$ cat src/rtl/display_pkg.sv
// Shared definitions for the display controller SPI front end:
// command opcodes and the frame parser state encoding.
package display_pkg;

   localparam logic [7:0] OP_NOP       = 8'h00;
   localparam logic [7:0] OP_FB_WRITE  = 8'h01;
   localparam logic [7:0] OP_REG_WRITE = 8'h02;

   typedef enum logic [2:0] {
      ST_IDLE,
      ST_ADDR_HI,
      ST_ADDR_LO,
      ST_DATA,
      ST_DISCARD
   } state_e;

   function automatic logic opcode_valid(input logic [7:0] op);
      return (op == OP_NOP) || (op == OP_FB_WRITE) || (op == OP_REG_WRITE);
   endfunction

endpackage

$ cat src/rtl/spi_frame_decoder.sv
// Parses SPI transactions into command frames (opcode, 16-bit address,
// payload) and issues framebuffer or control-register writes, tracking
// completed frames and error events.
module spi_frame_decoder
   import display_pkg::*;
#(
   parameter int unsigned FB_ADDR_W = 11
) (
   input  logic                 clk,
   input  logic                 rst,
   input  logic [7:0]           rx_data,
   input  logic                 rx_valid,
   input  logic                 rx_sot,
   input  logic                 rx_eot,
   output logic [FB_ADDR_W-1:0] fb_addr,
   output logic [7:0]           fb_data,
   output logic                 fb_we,
   input  logic                 fb_ready,
   output logic [7:0]           reg_addr,
   output logic [7:0]           reg_data,
   output logic                 reg_we,
   output logic                 busy,
   output logic [15:0]          frame_count,
   output logic [7:0]           err_count
);

   state_e                 state_q, state_d;
   logic [7:0]             opcode_q, opcode_d;
   logic [7:0]             addr_hi_q, addr_hi_d;
   logic [7:0]             addr_lo_q, addr_lo_d;
   logic [FB_ADDR_W-1:0]   ptr_q, ptr_d;
   logic [FB_ADDR_W-1:0]   fb_addr_q, fb_addr_d;
   logic [7:0]             fb_data_q, fb_data_d;
   logic                   fb_we_q, fb_we_d;
   logic [7:0]             reg_addr_q, reg_addr_d;
   logic [7:0]             reg_data_q, reg_data_d;
   logic                   reg_we_q, reg_we_d;
   logic                   reg_done_q, reg_done_d;
   logic                   frame_err_q, frame_err_d;
   logic                   busy_q, busy_d;
   logic [15:0]            frame_count_q;
   logic [7:0]             err_count_q;
   logic                   err_ev;
   logic                   done_ev;

   // Next-state decode: the incoming byte is applied first, then rx_eot
   // closes the frame based on where that byte left the parser.
   always_comb begin
      state_d     = state_q;
      opcode_d    = opcode_q;
      addr_hi_d   = addr_hi_q;
      addr_lo_d   = addr_lo_q;
      ptr_d       = ptr_q;
      fb_addr_d   = fb_addr_q;
      fb_data_d   = fb_data_q;
      fb_we_d     = fb_we_q && !fb_ready;
      reg_addr_d  = reg_addr_q;
      reg_data_d  = reg_data_q;
      reg_we_d    = 1'b0;
      reg_done_d  = reg_done_q;
      frame_err_d = frame_err_q;
      err_ev      = 1'b0;
      done_ev     = 1'b0;

      if (rx_valid) begin
         if (rx_sot || state_q == ST_IDLE) begin
            // a start-of-transaction while a frame is still open means
            // the previous frame never saw its rx_eot
            if (rx_sot && state_q != ST_IDLE) begin
               err_ev = 1'b1;
            end
            opcode_d    = rx_data;
            frame_err_d = 1'b0;
            reg_done_d  = 1'b0;
            if (opcode_valid(rx_data)) begin
               state_d = ST_ADDR_HI;
            end else begin
               state_d     = ST_DISCARD;
               err_ev      = 1'b1;
               frame_err_d = 1'b1;
            end
         end else begin
            case (state_q)
               ST_ADDR_HI: begin
                  addr_hi_d = rx_data;
                  state_d   = ST_ADDR_LO;
               end
               ST_ADDR_LO: begin
                  addr_lo_d = rx_data;
                  ptr_d     = FB_ADDR_W'({addr_hi_q, rx_data});
                  state_d   = ST_DATA;
               end
               ST_DATA: begin
                  if (opcode_q == OP_FB_WRITE) begin
                     // overrun drops the byte but still advances the pointer
                     if (fb_we_q && !fb_ready) begin
                        err_ev      = 1'b1;
                        frame_err_d = 1'b1;
                     end else begin
                        fb_we_d   = 1'b1;
                        fb_addr_d = ptr_q;
                        fb_data_d = rx_data;
                     end
                     ptr_d = ptr_q + FB_ADDR_W'(1);
                  end else if (opcode_q == OP_REG_WRITE) begin
                     if (!reg_done_q) begin
                        reg_we_d   = 1'b1;
                        reg_addr_d = addr_lo_q;
                        reg_data_d = rx_data;
                        reg_done_d = 1'b1;
                     end else begin
                        err_ev      = 1'b1;
                        frame_err_d = 1'b1;
                        state_d     = ST_DISCARD;
                     end
                  end
               end
               default: ;
            endcase
         end
      end

      if (rx_eot) begin
         if (state_d == ST_DATA && !frame_err_d) begin
            done_ev = 1'b1;
         end
         if (state_d == ST_ADDR_HI || state_d == ST_ADDR_LO) begin
            err_ev = 1'b1;
         end
         state_d = ST_IDLE;
      end

      busy_d = (state_d != ST_IDLE) || fb_we_d;
   end

   // Parser state, write-port registers and status counters.
   always_ff @(posedge clk or negedge rst) begin
      if (!rst) begin
         state_q       <= ST_IDLE;
         opcode_q      <= '0;
         addr_hi_q     <= '0;
         addr_lo_q     <= '0;
         ptr_q         <= '0;
         fb_addr_q     <= '0;
         fb_data_q     <= '0;
         fb_we_q       <= 1'b0;
         reg_addr_q    <= '0;
         reg_data_q    <= '0;
         reg_we_q      <= 1'b0;
         reg_done_q    <= 1'b0;
         frame_err_q   <= 1'b0;
         busy_q        <= 1'b0;
         frame_count_q <= '0;
         err_count_q   <= '0;
      end else begin
         state_q       <= state_d;
         opcode_q      <= opcode_d;
         addr_hi_q     <= addr_hi_d;
         addr_lo_q     <= addr_lo_d;
         ptr_q         <= ptr_d;
         fb_addr_q     <= fb_addr_d;
         fb_data_q     <= fb_data_d;
         fb_we_q       <= fb_we_d;
         reg_addr_q    <= reg_addr_d;
         reg_data_q    <= reg_data_d;
         reg_we_q      <= reg_we_d;
         reg_done_q    <= reg_done_d;
         frame_err_q   <= frame_err_d;
         busy_q        <= busy_d;
         frame_count_q <= frame_count_q + 16'(done_ev);
         if (err_ev && err_count_q != 8'hFF) begin
            err_count_q <= err_count_q + 8'd1;
         end
      end
   end

   assign fb_addr     = fb_addr_q;
   assign fb_data     = fb_data_q;
   assign fb_we       = fb_we_q;
   assign reg_addr    = reg_addr_q;
   assign reg_data    = reg_data_q;
   assign reg_we      = reg_we_q;
   assign busy        = busy_q;
   assign frame_count = frame_count_q;
   assign err_count   = err_count_q;

endmodule

$ cat config.mk
export PLATFORM = sky130hd
export DESIGN_NAME = spi_frame_decoder
export DESIGN_NICKNAME = d
export VERILOG_FILES = /design/src/rtl/display_pkg.sv /design/src/rtl/spi_frame_decoder.sv
export SDC_FILE = /design/constraint.sdc
export NUM_CORES = 1
export LEC_CHECK = 0
export ABC_AREA = 0
export CORE_ASPECT_RATIO = 1.75
export CORE_MARGIN = 2
export CORE_UTILIZATION = 45
export CTS_CLUSTER_SIZE = 28
export DETAILED_ROUTE_END_ITERATION = 12
export PLACE_DENSITY = 0.7
export SYNTH_ARGS = -nofsm -noshare
export SYNTH_HDL_FRONTEND = slang
export SYNTH_SLANG_ARGS = --single-unit
$ cat constraint.sdc
create_clock -name clk -period 3.6 [get_ports clk]
set_input_delay 0.9 -clock clk [delete_from_list [all_inputs] [get_ports clk]]
set_output_delay 0.9 -clock clk [all_outputs]
set_load 0.02 [all_outputs]
==> flow_summary.json <==
{
  "firstDrtPassIters": 4,
  "yosysSeqAreaShare_pct": 57.0,
  "drtIter0Drc": 210,
  "reg2reg_to": "frame_count[14]$_DFF_PN0_",
  "ir_drop_mv": 0.358,
  "final.period_utilization_pct": 89.2,
  "outcome": "finished, final reports clean",
  "hp-class": "flip-flop to flip-flop",
  "maxSlewViolCount": 0,
  "p_clk_share_pct": 36.0,
  "yosysMostFrequentCell": "dfrtp_1",
  "finalPower_mw": 2.60,
  "grt_use_total_pct": 19.9,
  "fin_skew_ps": 9.70,
  "grt_overflow": 0,
  "grt_max_degree": 59,
  "swShare_pct": 28.1,
  "async_flop_share_pct": 100,
  "pre_cts_ws_ps": 76.0,
  "clockRootBuffer": "clkbuf_16",
  "ff2ff_setup_slack_ps": 720,
  "syn_to_final_growth_pct": 32.5,
  "cp-end-kind": "flip-flop",
  "post_cts_buffers": 0,
  "gp_congestion": 0.859,
  "arrival_ps": 3460,
  "core_area_um2": 9350,
  "tightest_slew_ps": 564,
  "antenna_found_initial": 0,
  "required_ps": 3850,
  "avgViaCountPerCell": 5.47,
  "cts_tree": "yes",
  "crit_type": "input pin to flip-flop",
  "cts.clk_slew.worst_paths_ps": 70,
  "holdWs_ps": 489,
  "clockBufferDepth": 2,
  "worst_r2r_startpoint": "state_q[2]$_DFF_PN0_",
  "cts-buffers-inserted": 9,
  "fin_crit_ps": 3210,
  "crit_fanout": 4,
  "fmax_mhz": 311,
  "synth_top_cells_by_count": "dfrtp_1 (97), mux2_2 (55), nand2_1 (29)",
  "synth_top_area_cell": "dfrtp_1",
  "grt_pass1_vias": 3251,
  "layout-drive-gt1-share_pct": 23.4,
  "rsz0062_at_grt": "no",
  "synth_area_leaders": "dfrtp_1 (57%), mux2_2 (15%), nand2_1 (2.6%)",
  "worst_slack_ps": 389,
  "maxCapViolations": 0,
  "diodes": 0,
  "p_int_mw": 1.87,
  "ys_types": 45,
  "dr_total_vias": 3214,
  "die_h_um": 133,
  "htreeDepth": 3,
  "synthesis.instances": 356,
  "slew_headroom_pct": 62.3,
  "syn_area_um2": 4260,
  "fillers": 754,
  "ys_warn_count": 0,
  "hold_viol": 0,
  "powerDensity_nw_per_um2": 462,
  "hp-start": "frame_count[15]$_DFF_PN0_",
  "grt_pass1_wl_mm": 16.0,
  "clk_latency_ps": 350,
  "routed_wl_mm": 9.67,
  "comb_power_share_pct": 15.1,
  "pwr-share-seq_pct": 48.9,
  "drc_errors": 0,
  "cts_resized": 0,
  "crit_path_start_kind": "input pin",
  "synth_nets": 374,
  "r2r_cells": 11,
  "setup_violations": 0,
  "synth-seq-cells": 97,
  "synthFlopType": "dfrtp_1",
  "synth-edff-count": 0,
  "avgRoutedWirePerCell_um": 16.4,
  "final_antenna_net_count": 0,
  "io_buffers": 75,
  "start_util_pct": 45.5,
  "design.die.area_um2": 10300,
  "tns_ps": 0,
  "avgSynthCellArea_um2": 12.0,
  "netlist.area_leader.share_pct": 57.0,
  "p_leak_nw": 2.55,
  "rows": 47,
  "min_to": "frame_count[15]$_DFF_PN0_",
  "cts_hold_buf": 0,
  "finalNetCount": 479,
  "ios": 76,
  "cts_sinks": 97,
  "hold_depth": 1,
  "die_width_um": 77.5,
  "p_switching_mw": 0.732,
  "hpwlAfterDp_mm": 6.83
}
-- worst max-delay path, cell delays in order --
cell and delay (ps):
clkdlybuf4s50_1 470, nor4_1 270, buf_4 180, nand2_1 70, nor2_1 220, o311ai_1 170
nor3_1 170, ha_1 220, ha_1 180, nand3_1 100, nor2_1 170, nand4_1 130
xnor2_1 210
-- power by group through the flow --
stage / Sequential, mW / Combinational, mW / Clock, mW
2_1_floorplan: 1.32 / 0.158 / 0
3_3_place_gp: 1.29 / 0.386 / 0
3_5_place_dp: 1.29 / 0.398 / 0
4_1_cts: 1.27 / 0.399 / 0.964
5_1_grt: 1.28 / 0.429 / 1.01
6_report: 1.27 / 0.394 / 0.938
-- sequential cells by signal, indices dropped and copies added, names as in the netlist, 3 cells and up --
signal,count
addr_hi_q,3
reg_addr,8
ptr_q,11
fb_data,8
err_count,8
reg_data,8
fb_addr,11
frame_count,16
addr_lo_q,8
state_q,3
opcode_q,8
-- kinds of logic after synthesis --
logic type      synth area share (%)
simple gates                    12.7
fa+ha+maj                       1.18
xor+xnor                        3.29
buf+inv                         1.59
compound gates                  8.73
mux                             15.4
flops                           57.0
-- how the worst max path moves through the flow --
stage          startpoint                         to  slack (ps)  cells after the start
2_1_floorplan    rx_valid  frame_count[14]$_DFF_PN0_         540                     12
3_3_place_gp   rx_data[4]  frame_count[14]$_DFF_PN0_         150                     13
3_5_place_dp   rx_data[4]  frame_count[14]$_DFF_PN0_          80                     13
4_1_cts        rx_data[4]  frame_count[14]$_DFF_PN0_         380                     13
5_1_grt        rx_data[4]  frame_count[14]$_DFF_PN0_          90                     13
6_report       rx_data[5]  frame_count[14]$_DFF_PN0_         390                     13
-- layout by cell type (no fill, tap or decap), types with 5 or more instances in the layout --
master | Yosys | layout
a21oi_1 | 21 | 21
nor2_1 | 24 | 24
nand2b_1 | 5 | 5
a31oi_1 | 5 | 5
o21ai_0 | 8 | 8
mux2_2 | 55 | 55
buf_4 | 0 | 28
nand4_1 | 7 | 7
nand3_1 | 19 | 19
nand2_1 | 29 | 29
xnor2_1 | 9 | 9
o22ai_1 | 5 | 5
clkdlybuf4s50_1 | 0 | 74
nor2b_1 | 6 | 6
dfrtp_1 | 97 | 97
xor2_1 | 7 | 7
clkbuf_16 | 0 | 9
inv_1 | 6 | 6
-- routing by layer --
metal  GRT usage (%)  up-vias  share of wire, %
li1                -     1497                 -
met1            23.9     1623                41
met2            34.8       79                54
met3            3.96       15               3.3
met4            7.94        0               1.7
met5               0        -                 0
-- layout make-up --
class                   count  area, um2  share of cell area [%]
clock buffers               9        225                    4.00
inverters                   6       22.5                   0.400
repair buffers            103        971                    17.2
well taps                 122        153                    2.71
flip-flops and latches     97       2430                    43.1
multi-input cells         244       1770                    31.4
clock inverters             7       68.8                    1.22
-- stage by stage --
stage	utilization, %	area [um2]	instances
after floorplan	-	4260	356
after global placement	57.1	5340	572
after detailed placement	57.1	5340	572
after CTS	60.3	5640	588
after global routing	60.3	5640	588
final	60.3	5640	588
Power figures use the tool's default switching activity.
